### config.mk
export PLATFORM = sky130hd
export DESIGN_NAME = sda_to_par
export DESIGN_NICKNAME = d
export VERILOG_FILES = /design/src/rtl/p2s_pkg.sv /design/src/rtl/p2s_edge_det.sv /design/src/rtl/sda_to_par.sv
export SDC_FILE = /design/constraint.sdc
export NUM_CORES = 1
export LEC_CHECK = 0
export BUFFER_PORTS_ARGS = -buffer_cell sky130_fd_sc_hd__buf_4
export CORE_ASPECT_RATIO = 0.8
export CORE_UTILIZATION = 55
export DETAILED_ROUTE_END_ITERATION = 16
export GPL_ROUTABILITY_DRIVEN = 0
export HOLD_SLACK_MARGIN = 0.02
export PLACE_DENSITY = 0.82
export SLEW_MARGIN = 20
export SYNTH_ARGS = -nofsm -noshare
export SYNTH_HDL_FRONTEND = slang
export SYNTH_HIERARCHICAL = 1
export SYNTH_SLANG_ARGS = --single-unit
### constraint.sdc
create_clock -name sclk -period 4.3 [get_ports sclk]
set_input_delay 0.645 -clock sclk [delete_from_list [all_inputs] [get_ports sclk]]
set_output_delay 0.645 -clock sclk [all_outputs]
set_load 0.01 [all_outputs]
### src/rtl/p2s_pkg.sv
// Shared types and helpers for the scl/sda serial-to-parallel receiver.
// The default build omits the input synchronizer. Define P2S_RX_SYNC_EN to add it.
package p2s_pkg;

    localparam int DATA_W_DEF  = 4;
    localparam int TIMEOUT_DEF = 64;
    // Widest one-hot the helper can produce, so DATA_W is limited to 8.
    localparam int OH_MAX      = 256;

    typedef enum logic [1:0] {
        IDLE,
        SHIFT,
        WAIT_STOP
    } p2s_state_e;

    function automatic logic [OH_MAX-1:0] onehot_of(input logic [7:0] word);
        logic [OH_MAX-1:0] oh;
        oh       = '0;
        oh[word] = 1'b1;
        return oh;
    endfunction

endpackage

### src/rtl/p2s_edge_det.sv
// Samples scl/sda and decodes start, stop, scl rise and any scl edge.
// The two-flop input synchronizer is present only when P2S_RX_SYNC_EN is defined.
module p2s_edge_det (
    input  logic sclk,
    input  logic rst,
    input  logic scl,
    input  logic sda,
    output logic start,
    output logic stop,
    output logic rise,
    output logic scl_edge,
    output logic bit_val
);

    logic scl_in, sda_in;
    logic s_scl, s_sda, p_scl, p_sda;

`ifdef P2S_RX_SYNC_EN
    logic [1:0] scl_sync, sda_sync;

    always_ff @(posedge sclk) begin
        if (rst) begin
            scl_sync <= 2'b11;
            sda_sync <= 2'b11;
        end else begin
            scl_sync <= {scl_sync[0], scl};
            sda_sync <= {sda_sync[0], sda};
        end
    end

    assign scl_in = scl_sync[1];
    assign sda_in = sda_sync[1];
`else
    assign scl_in = scl;
    assign sda_in = sda;
`endif

    // Reset to the idle-bus level so the first cycle after reset shows no edge.
    always_ff @(posedge sclk) begin
        if (rst) begin
            s_scl <= 1'b1;
            s_sda <= 1'b1;
            p_scl <= 1'b1;
            p_sda <= 1'b1;
        end else begin
            s_scl <= scl_in;
            s_sda <= sda_in;
            p_scl <= s_scl;
            p_sda <= s_sda;
        end
    end

    assign start    = p_scl & s_scl & p_sda & ~s_sda;
    assign stop     = p_scl & s_scl & ~p_sda & s_sda;
    assign rise     = ~p_scl & s_scl;
    assign scl_edge = p_scl ^ s_scl;
    assign bit_val  = s_sda;

endmodule

### src/rtl/sda_to_par.sv
// Serial-to-parallel receiver for the scl/sda link: frame FSM, bit and timeout counters,
// shift register and registered outputs. P2S_RX_SYNC_EN enables the input synchronizer.
module sda_to_par
    import p2s_pkg::*;
#(
    parameter int DATA_W  = DATA_W_DEF,
    parameter int TIMEOUT = TIMEOUT_DEF
) (
    input  logic                 sclk,
    input  logic                 rst,
    input  logic                 scl,
    input  logic                 sda,
    output logic [DATA_W-1:0]    data_out,
    output logic                 data_valid,
    output logic [2**DATA_W-1:0] onehot,
    output logic                 frame_err,
    output logic                 busy,
    output p2s_state_e           state_dbg
);

    localparam int OH_W = 2**DATA_W;
    localparam int CW   = (DATA_W > 1) ? $clog2(DATA_W) : 1;
    localparam int TW   = $clog2(TIMEOUT);

    logic start, stop, rise, scl_edge, bit_val;

    p2s_edge_det u_edge (
        .sclk     (sclk),
        .rst      (rst),
        .scl      (scl),
        .sda      (sda),
        .start    (start),
        .stop     (stop),
        .rise     (rise),
        .scl_edge (scl_edge),
        .bit_val  (bit_val)
    );

    p2s_state_e        state, state_n;
    logic [CW-1:0]     bit_cnt, bit_cnt_n;
    logic [TW-1:0]     to_cnt, to_cnt_n;
    logic [DATA_W-1:0] shift_q, shift_n;
    logic              load, err;

    // data_valid has no ready: it is a one-cycle pulse that downstream must take when it
    // sees it, while data_out and onehot hold their value until the next good frame.
    always_comb begin
        state_n   = state;
        bit_cnt_n = bit_cnt;
        to_cnt_n  = to_cnt;
        shift_n   = shift_q;
        load      = 1'b0;
        err       = 1'b0;
        case (state)
            IDLE: begin
                if (start) begin
                    state_n   = SHIFT;
                    bit_cnt_n = '0;
                    to_cnt_n  = '0;
                    shift_n   = '0;
                end
            end
            SHIFT, WAIT_STOP: begin
                if (start) begin
                    state_n   = SHIFT;
                    bit_cnt_n = '0;
                    to_cnt_n  = '0;
                    shift_n   = '0;
                end else if (stop) begin
                    load    = (state == WAIT_STOP);
                    err     = (state == SHIFT);
                    state_n = IDLE;
                end else if (rise) begin
                    to_cnt_n = '0;
                    if (state == SHIFT) begin
                        shift_n   = {shift_q[DATA_W-2:0], bit_val};
                        bit_cnt_n = bit_cnt + CW'(1);
                        if (bit_cnt == CW'(DATA_W-1))
                            state_n = WAIT_STOP;
                    end
                end else if (scl_edge) begin
                    to_cnt_n = '0;
                end else if (to_cnt == TW'(TIMEOUT-1)) begin
                    err     = 1'b1;
                    state_n = IDLE;
                end else begin
                    to_cnt_n = to_cnt + TW'(1);
                end
            end
            default: state_n = IDLE;
        endcase
    end

    always_ff @(posedge sclk) begin
        if (rst) begin
            state      <= IDLE;
            bit_cnt    <= '0;
            to_cnt     <= '0;
            shift_q    <= '0;
            data_out   <= '0;
            onehot     <= '0;
            data_valid <= 1'b0;
            frame_err  <= 1'b0;
            busy       <= 1'b0;
        end else begin
            state      <= state_n;
            bit_cnt    <= bit_cnt_n;
            to_cnt     <= to_cnt_n;
            shift_q    <= shift_n;
            data_valid <= load;
            frame_err  <= err;
            busy       <= (state_n != IDLE);
            if (load) begin
                data_out <= shift_q;
                onehot   <= OH_W'(onehot_of(8'(shift_q)));
            end
        end
    end

    assign state_dbg = state;

endmodule

==> results by group, run 1 <==
Die
  • Die Width: 65.2 um
  • Initial core utilization: 60.7%
  • Io pins: 29
  • Core Region: 0.00289 sq mm
  • Die H: 52.6 um
  • Die ar.: 0.00343 sq mm
  • Std-Cell Rows: 17

Worst setup path
  • Critical path endpoint category: flip-flop
  • Critical Path Source Type: flip-flop
  • CP peak stage delay: 0.85 ns
  • R2R Setup Slk: 1.86 ns
  • R2R depth: 6
  • Crit-path max FO: 16
  • Worst r2r src: state_dbg[0]
  • Crit Path Class: reg2reg
  • Slowest cell on the critical path: nor2b_1
  • Worst EP required: 4.51 ns
  • CP arrival: 2.66 ns
  • FF-to-FF End: onehot[12]
  • Crit-path cells: inv_1 -> ha_1 -> nand4b_2 -> nor2b_1 -> nand2_1 -> o31ai_1

Cells and area
  • Fin nets: 220
  • Share of post-route cells with drive strength above 1: 18.7%
  • Syn-to-layout area delta: 16.5%
  • Antenna diodes: 0
  • Fill cells: 228
  • Non-Filler Instances: 247

Synth
  • Synth Instances: 183
  • Most used DFF post-synth: dfxtp_1
  • Warnings, synthesis: 6
  • Seq cells post-synth: 41
  • Avg Cell Area, Syn: 9.60 sq um
  • Synth unique cells: 42
  • Sequential share of the synthesized area: 46.7%
  • FFs w/ async S/R, synth: 0%
  • Synthesized cell area: 0.00176 sq mm
  • EDFF count, synth: 0
  • Mapped Nets: 195

Timing
  • Final period util: 56.8%
  • Hold Violations, Final: 0
  • Worst slew margin: 32.5%
  • RSZ-0062 raised after global routing: no
  • Final setup vio count: 0
  • Setup Skew: 0.00748 ns
  • Worst-margin pin slew: 1.01 ns
  • Final Slew Violations: 0
  • Final min period: 2.44 ns
  • Fmax: 409 MHz
  • Final TNS setup: 0 ns

Min path
  • HP Class: reg2reg
  • Hold endpoint: bit_cnt[1]
  • Hold Crit Start: bit_cnt[1]
  • Worst Hold Depth: 2

CTS
  • H-tree depth: 2
  • Clock latency on the worst-skew pair: 0.29 ns
  • CTS tree: done
  • Number of CTS-inserted buffers: 5
  • Post_cts resized: 0
  • Postcts setup bufs: 0
  • Clk sink count: 41
  • Root buffer cell: clkbuf_8
  • Clk buf depth: 2
  • CTS clock-pin slew for the worst setup and hold paths: 0.08 ns
  • # hold bufs at CTS: 0

Routing
  • WL/cell: 15.6 um
  • Routed vias/inst: 5.96
  • Iteration-0 DRC Markers: 62
  • Post-route DRC: 0
  • Final antenna-violating net count: 0
  • DR vias: 1,471
  • DR pass1 iterations: 4
  • Wirelength, routed: 3.86 mm

Placement
  • Post-DP HPWL: 2.81 mm
  • Placed insts: 239
  • I/O Buffers: 28

Power and ir drop
  • Psw: 158 uW
  • Sw Ratio: 23.7%
  • Reg power frac: 57.8%
  • Leak Pwr: 0.856 nW
  • Internal power: 509 uW
  • Power density cells: 326 mW/mm^2
  • Worst VDD drop: 242 uV
  • Combinational power share: 5.8%
  • Clock power share: 36.3%

Global routing
  • Global-route wire length before repair: 6.53 mm
  • Vias in the first global route: 1,390
  • Largest net degree at the start of global routing: 25
  • Gr ovfl total: 0
  • Initial antenna violation count: 0
  • Gr usage total: 25.8%

Flow run
  • Max cap viols: 0

Outcome
  • Status: completed
through the flow:
| stage | worst slack, ns | util [%] | power (mW) | hold WS [ns] | area, sq um |
|---|---|---|---|---|---|
| 2_1_floorplan | 2.10 | - | 0.425 | 0.436 | 1760 |
| 3_3_place_gp | 2.09 | 67.8 | 0.431 | 0.442 | 1960 |
| 3_5_place_dp | 1.91 | 67.8 | 0.433 | 0.458 | 1960 |
| 4_1_cts | 1.87 | 70.8 | 0.672 | 0.471 | 2050 |
| 5_1_grt | 1.58 | 70.8 | 0.696 | 0.478 | 2050 |
| 6_report | 1.86 | 70.8 | 0.668 | 0.467 | 2050 |
registers in the layout, summed over array words and instances, names as in the netlist, 2 cells and up:
signal / cells
data_out: 4
onehot: 16
to_cnt: 6
bit_cnt: 2
shift_q: 4
state_dbg: 2
worst max-delay path by stage:
| stage | from | to | depth (start not counted) |
|---|---|---|---|
| floorplan | state_dbg[0] | to_cnt[2] | 8 |
| global placement | u_edge/s_scl | onehot[6] | 5 |
| detailed placement | state_dbg[0] | onehot[12] | 6 |
| CTS | state_dbg[0] | onehot[12] | 6 |
| global route | state_dbg[0] | onehot[15] | 6 |
| finish | state_dbg[0] | onehot[12] | 6 |
worst max-delay path: cells and delay by family, from the launching register on:
| family | cells | cell delay (ns) |
|---|---|---|
| DFF | 1 | 0.46 |
| and+or+nand+nor | 3 | 1.28 |
| adders and majority gates | 1 | 0.42 |
| buffers and inverters | 1 | 0.11 |
| AOI/OAI and AO/OA | 1 | 0.10 |
synth_stat cells, drive strengths merged (2+ instances only):
| library cell | instances | area share (%) |
|---|---|---|
| buf | 3 | 1.6 |
| nor3 | 2 | 0.57 |
| o211ai | 3 | 1.6 |
| dfxtp | 41 | 47 |
| or2 | 6 | 2.1 |
| nand4b | 2 | 1.4 |
| nor2 | 11 | 2.4 |
| o31ai | 2 | 0.85 |
| nand3 | 10 | 2.8 |
| nand3b | 2 | 0.85 |
| o21ai | 6 | 1.7 |
| nand2 | 13 | 2.8 |
| o21bai | 3 | 1.3 |
| nor2b | 5 | 1.8 |
| clkbuf | 7 | 1.5 |
| ha | 8 | 5.7 |
| nor4b | 2 | 1.0 |
| a22o | 9 | 4.5 |
| o21a | 2 | 0.85 |
| a211o | 2 | 1.0 |
| mux2i | 4 | 2.3 |
| and3b | 3 | 1.5 |
| or3 | 3 | 1.1 |
| or4 | 2 | 0.85 |
| inv | 7 | 1.5 |
| a21oi | 11 | 3.1 |
| a32o | 3 | 1.7 |
cell families (layout without fill, tap and decap cells):
kind of cell	after synthesis	count (layout)	synth area share, %
flops	41	41	46.7
mux	4	4	2.28
compound gates	47	47	19.4
fa+ha+maj	8	8	5.70
buf+inv	17	43	4.56
xor+xnor	1	1	0.499
simple gates	65	65	20.8
power groups by stage:
stage / logic, mW / registers [mW] / clock network, mW
2_1_floorplan: 0.0301 / 0.395 / 0
3_3_place_gp: 0.0364 / 0.395 / 0
3_5_place_dp: 0.0381 / 0.395 / 0
4_1_cts: 0.0384 / 0.386 / 0.248
5_1_grt: 0.0433 / 0.387 / 0.266
6_report: 0.0389 / 0.386 / 0.243
layer usage:
metal	routed length [um]	share of wire [%]	global-route usage, %
met4	61	1.6	10.9
met2	1780	46	41.6
met3	222	5.7	6.09
met1	1800	47	33.2
met5	0	0	0
placed cells by master, fill, tap and decap left out, types with 6 or more instances in the layout:
| cell | instances |
|---|---|
| a21oi_1 | 11 |
| a22o_1 | 9 |
| buf_4 | 28 |
| dfxtp_1 | 41 |
| ha_1 | 8 |
| inv_1 | 7 |
| nand2_1 | 13 |
| nand3_1 | 10 |
| nor2_1 | 11 |
| o21ai_0 | 6 |
area by class of cell:
cell class                      count  area [sq um]  share of cell area (%)
Sequential cell                    41           821                    40.1
Tap cell                           38          47.5                    2.32
Timing Repair Buffer               28           210                    10.3
Clock buffer                        5          68.8                    3.36
Inverter                            7          26.3                    1.28
Clock inverter                      3          17.5                   0.856
Multi-Input combinational cell    125           856                    41.8
(Power assumes the default switching activity.)
==> run 2: changes to the inputs <==
--- a/config.mk
+++ b/config.mk
@@ -7,11 +7,11 @@
 export LEC_CHECK = 0
 export BUFFER_PORTS_ARGS = -buffer_cell sky130_fd_sc_hd__buf_4
 export CORE_ASPECT_RATIO = 0.8
-export CORE_UTILIZATION = 55
+export CORE_UTILIZATION = 49
 export DETAILED_ROUTE_END_ITERATION = 16
 export GPL_ROUTABILITY_DRIVEN = 0
 export HOLD_SLACK_MARGIN = 0.02
-export PLACE_DENSITY = 0.82
+export PLACE_DENSITY = 0.78
 export SLEW_MARGIN = 20
 export SYNTH_ARGS = -nofsm -noshare
 export SYNTH_HDL_FRONTEND = slang
==> constraint.sdc (replaced) <==
create_clock -name sclk -period 2.03 [get_ports sclk]
set_input_delay 0.3045 -clock sclk [delete_from_list [all_inputs] [get_ports sclk]]
set_output_delay 0.3045 -clock sclk [all_outputs]
set_load 0.01 [all_outputs]
==> run 2 against run 1 <==
  * Power is 110% higher
  * Worst setup slack got worse by 1.8 ns
  * Die area increased by 12%
  * Clock-buffer cell count is 1 higher
  * Worst hold slack lost 0.26 ns
  * Sequential share of layout area decreased by 1.5 points
  * Utilization shrank 8.0 points
  * Largest power group unchanged
==> results by group, run 2 (synthesized netlist as in run 1, its figures left out) <==
Outcome
  • Status: completed

Routing
  • Post-route DRC: 0 (unchanged)
  • Wirelength, routed: 3.78 mm (-2.1%)
  • Max layer used: met4
  • Routed vias/inst: 5.70 (-4.2%)
  • Iteration-0 DRC Markers: 123 (+98%)
  • WL/cell: 14.6 um (-6.6%)
  • DR vias: 1,477 (+0.41%)
  • Met2 routed WL: 1.77 mm (-0.79%)
  • Metal1 wirelength: 1.81 mm (+0.28%)
  • DR pass1 iterations: 4 (unchanged)
  • Final antenna-violating net count: 0 (unchanged)
  • Met3 WL: 181 um (-18%)

Cells and area
  • Share of post-route cells with drive strength above 1: 26.3% (+7.6 points)
  • Largest register FFs: 16 (unchanged)
  • Antenna diodes: 0 (unchanged)
  • Syn-to-layout area delta: 22.4%
  • Top flop regs: onehot (16), to_cnt (6)
  • Most flops, register: onehot
  • Commonest non-fill, non-tap cells in the layout: 38 x dfxtp_1, 35 x buf_4, 13 x nand2_1
  • Post-route cell area: 0.00215 sq mm (+5.0%)
  • Fin nets: 228 (+3.6%)
  • Commonest non-fill, non-tap cell in the layout: dfxtp_1
  • Post-layout util: 62.8% (-8.0 points)

Worst setup path
  • Crit. Startpoint: state_dbg[1]
  • Crit Path Class: reg2reg
  • CP arrival: 2.19 ns (-0.47 ns)
  • Crit-path max FO: 8 (-8)
  • Worst r2r src: state_dbg[1]
  • CP endpoint: to_cnt[2]
  • Critical path endpoint category: flip-flop
  • R2R Setup Slk: 0.08 ns (-1.78 ns)
  • Worst EP required: 2.26 ns (-2.25 ns)
  • R2R depth: 6 (unchanged)
  • Critical Path Source Type: flip-flop
  • FF-to-FF End: to_cnt[2]

Power and ir drop
  • Power density cells: 658 mW/mm^2 (+100%)
  • Leak Pwr: 0.905 nW (+5.7%)
  • Worst VDD drop: 475 uV (+96%)

Timing
  • Final min period: 1.95 ns (-0.489 ns)
  • Fmax: 512 MHz (+25%)
  • Hold Violations, Final: 0 (unchanged)
  • RSZ-0062 raised after global routing: no
  • Final TNS setup: 0 ns (unchanged)
  • Worst-margin pin slew: 0.646 ns (-0.365 ns)
  • Final setup vio count: 0 (unchanged)
  • Setup Skew: 0.00833 ns (+0.000846 ns)
  • Final period util: 96.2% (+39 points)
  • Worst slew margin: 56.7% (+24 points)
  • Hold_ws: 0.205 ns (-0.262 ns)
  • Final Slew Violations: 0 (unchanged)

CTS
  • Number of CTS-inserted buffers: 5 (unchanged)
  • Root buffer cell: clkbuf_8
  • Clock latency on the worst-skew pair: 0.29 ns (about the same)
  • Clk sink count: 41 (unchanged)
  • CTS clock-pin slew for the worst setup and hold paths: 0.08 ns (about the same)
  • CTS tree: done
  • H-tree depth: 2 (unchanged)
  • # hold bufs at CTS: 0 (unchanged)
  • Postcts setup bufs: 0 (unchanged)
  • Clk buf depth: 2 (unchanged)

Flow run
  • Max cap viols: 0 (unchanged)

Die
  • Die H: 55.6 um (+5.7%)
  • Io pins: 29 (unchanged)
  • Core Region: 0.00342 sq mm (+18%)
  • Std-Cell Rows: 19 (+2)
  • Die ar.: 0.00383 sq mm (+12%)
  • Die Width: 68.9 um (+5.8%)
  • Initial core utilization: 51.3% (-9.4 points)

Global routing
  • Gr usage total: 21.8% (-4.0 points)
  • Largest net degree at the start of global routing: 25 (unchanged)
  • Global-route wire length before repair: 6.17 mm (-5.5%)
  • Initial antenna violation count: 0 (unchanged)
  • Vias in the first global route: 1,388 (-0.14%)
  • Gr ovfl total: 0 (unchanged)

Placement
  • Area post-placement: 0.00205 sq mm (+4.5%)
  • I/O Buffers: 28 (unchanged)
  • Post-DP HPWL: 2.71 mm (-3.4%)

Min path
  • HP Class: in2reg
## run 2: where the power goes
group          switching (mW)  internal [mW]  leakage (nW)
clock                   0.264          0.238        0.0450
sequential            0.00689          0.810         0.333
combinational          0.0537         0.0421         0.527
## run 2: critical path, stage by stage, from the launching register on
cell     delay, ns
dfxtp_4       0.39
inv_4         0.05
ha_4          0.27
or2_4         0.27
a311o_1       0.34
or4_1         0.50
nand2_1       0.08
## run 2: through the flow
step                total power [mW]  setup slack [ns]  instances
finish                          1.41            0.0766        259
global route                    1.48           0.00180        259
CTS                             1.42            0.0312        259
detailed placement             0.925         -0.000457        251
global placement               0.921             0.102        251
floorplan                      0.899           -0.0231        183
## run 2: how the worst min path moves through the flow
stage                     slack, ns  cells past startpoint        endpoint       start
after floorplan                0.40                      1  u_edge/bit_val         sda
after global placement         0.44                      2      onehot[14]  onehot[14]
after detailed placement       0.45                      2      onehot[14]  onehot[14]
after CTS                      0.19                      2  u_edge/bit_val         sda
after global routing           0.19                      2    u_edge/s_scl         scl
final                          0.20                      2  u_edge/bit_val         sda
## run 2: layout make-up
type                       count  area (sq um)
clock inverter                 2          10.0
inverter                       7          28.8
clock buffer                   6          72.6
timing repair buffer          36           274
sequential                    41           830
tap                           42          52.6
multi-input combinational    125           882
fill                         293          1270
## run 2: timing repair
action,CTS,global route
pin swaps,0,1
endpoints found under the hold margin,0,0
gates cloned,0,0
setup endpoints to repair,10,8
resized for setup,1,6
## run 2: per-layer routing
metal  vias to the layer above  GRT usage [%]
met3                         4           4.96
li1                        727              -
met4                         0           8.75
met2                        43           32.7
met5                         -              0
met1                       703           29.7
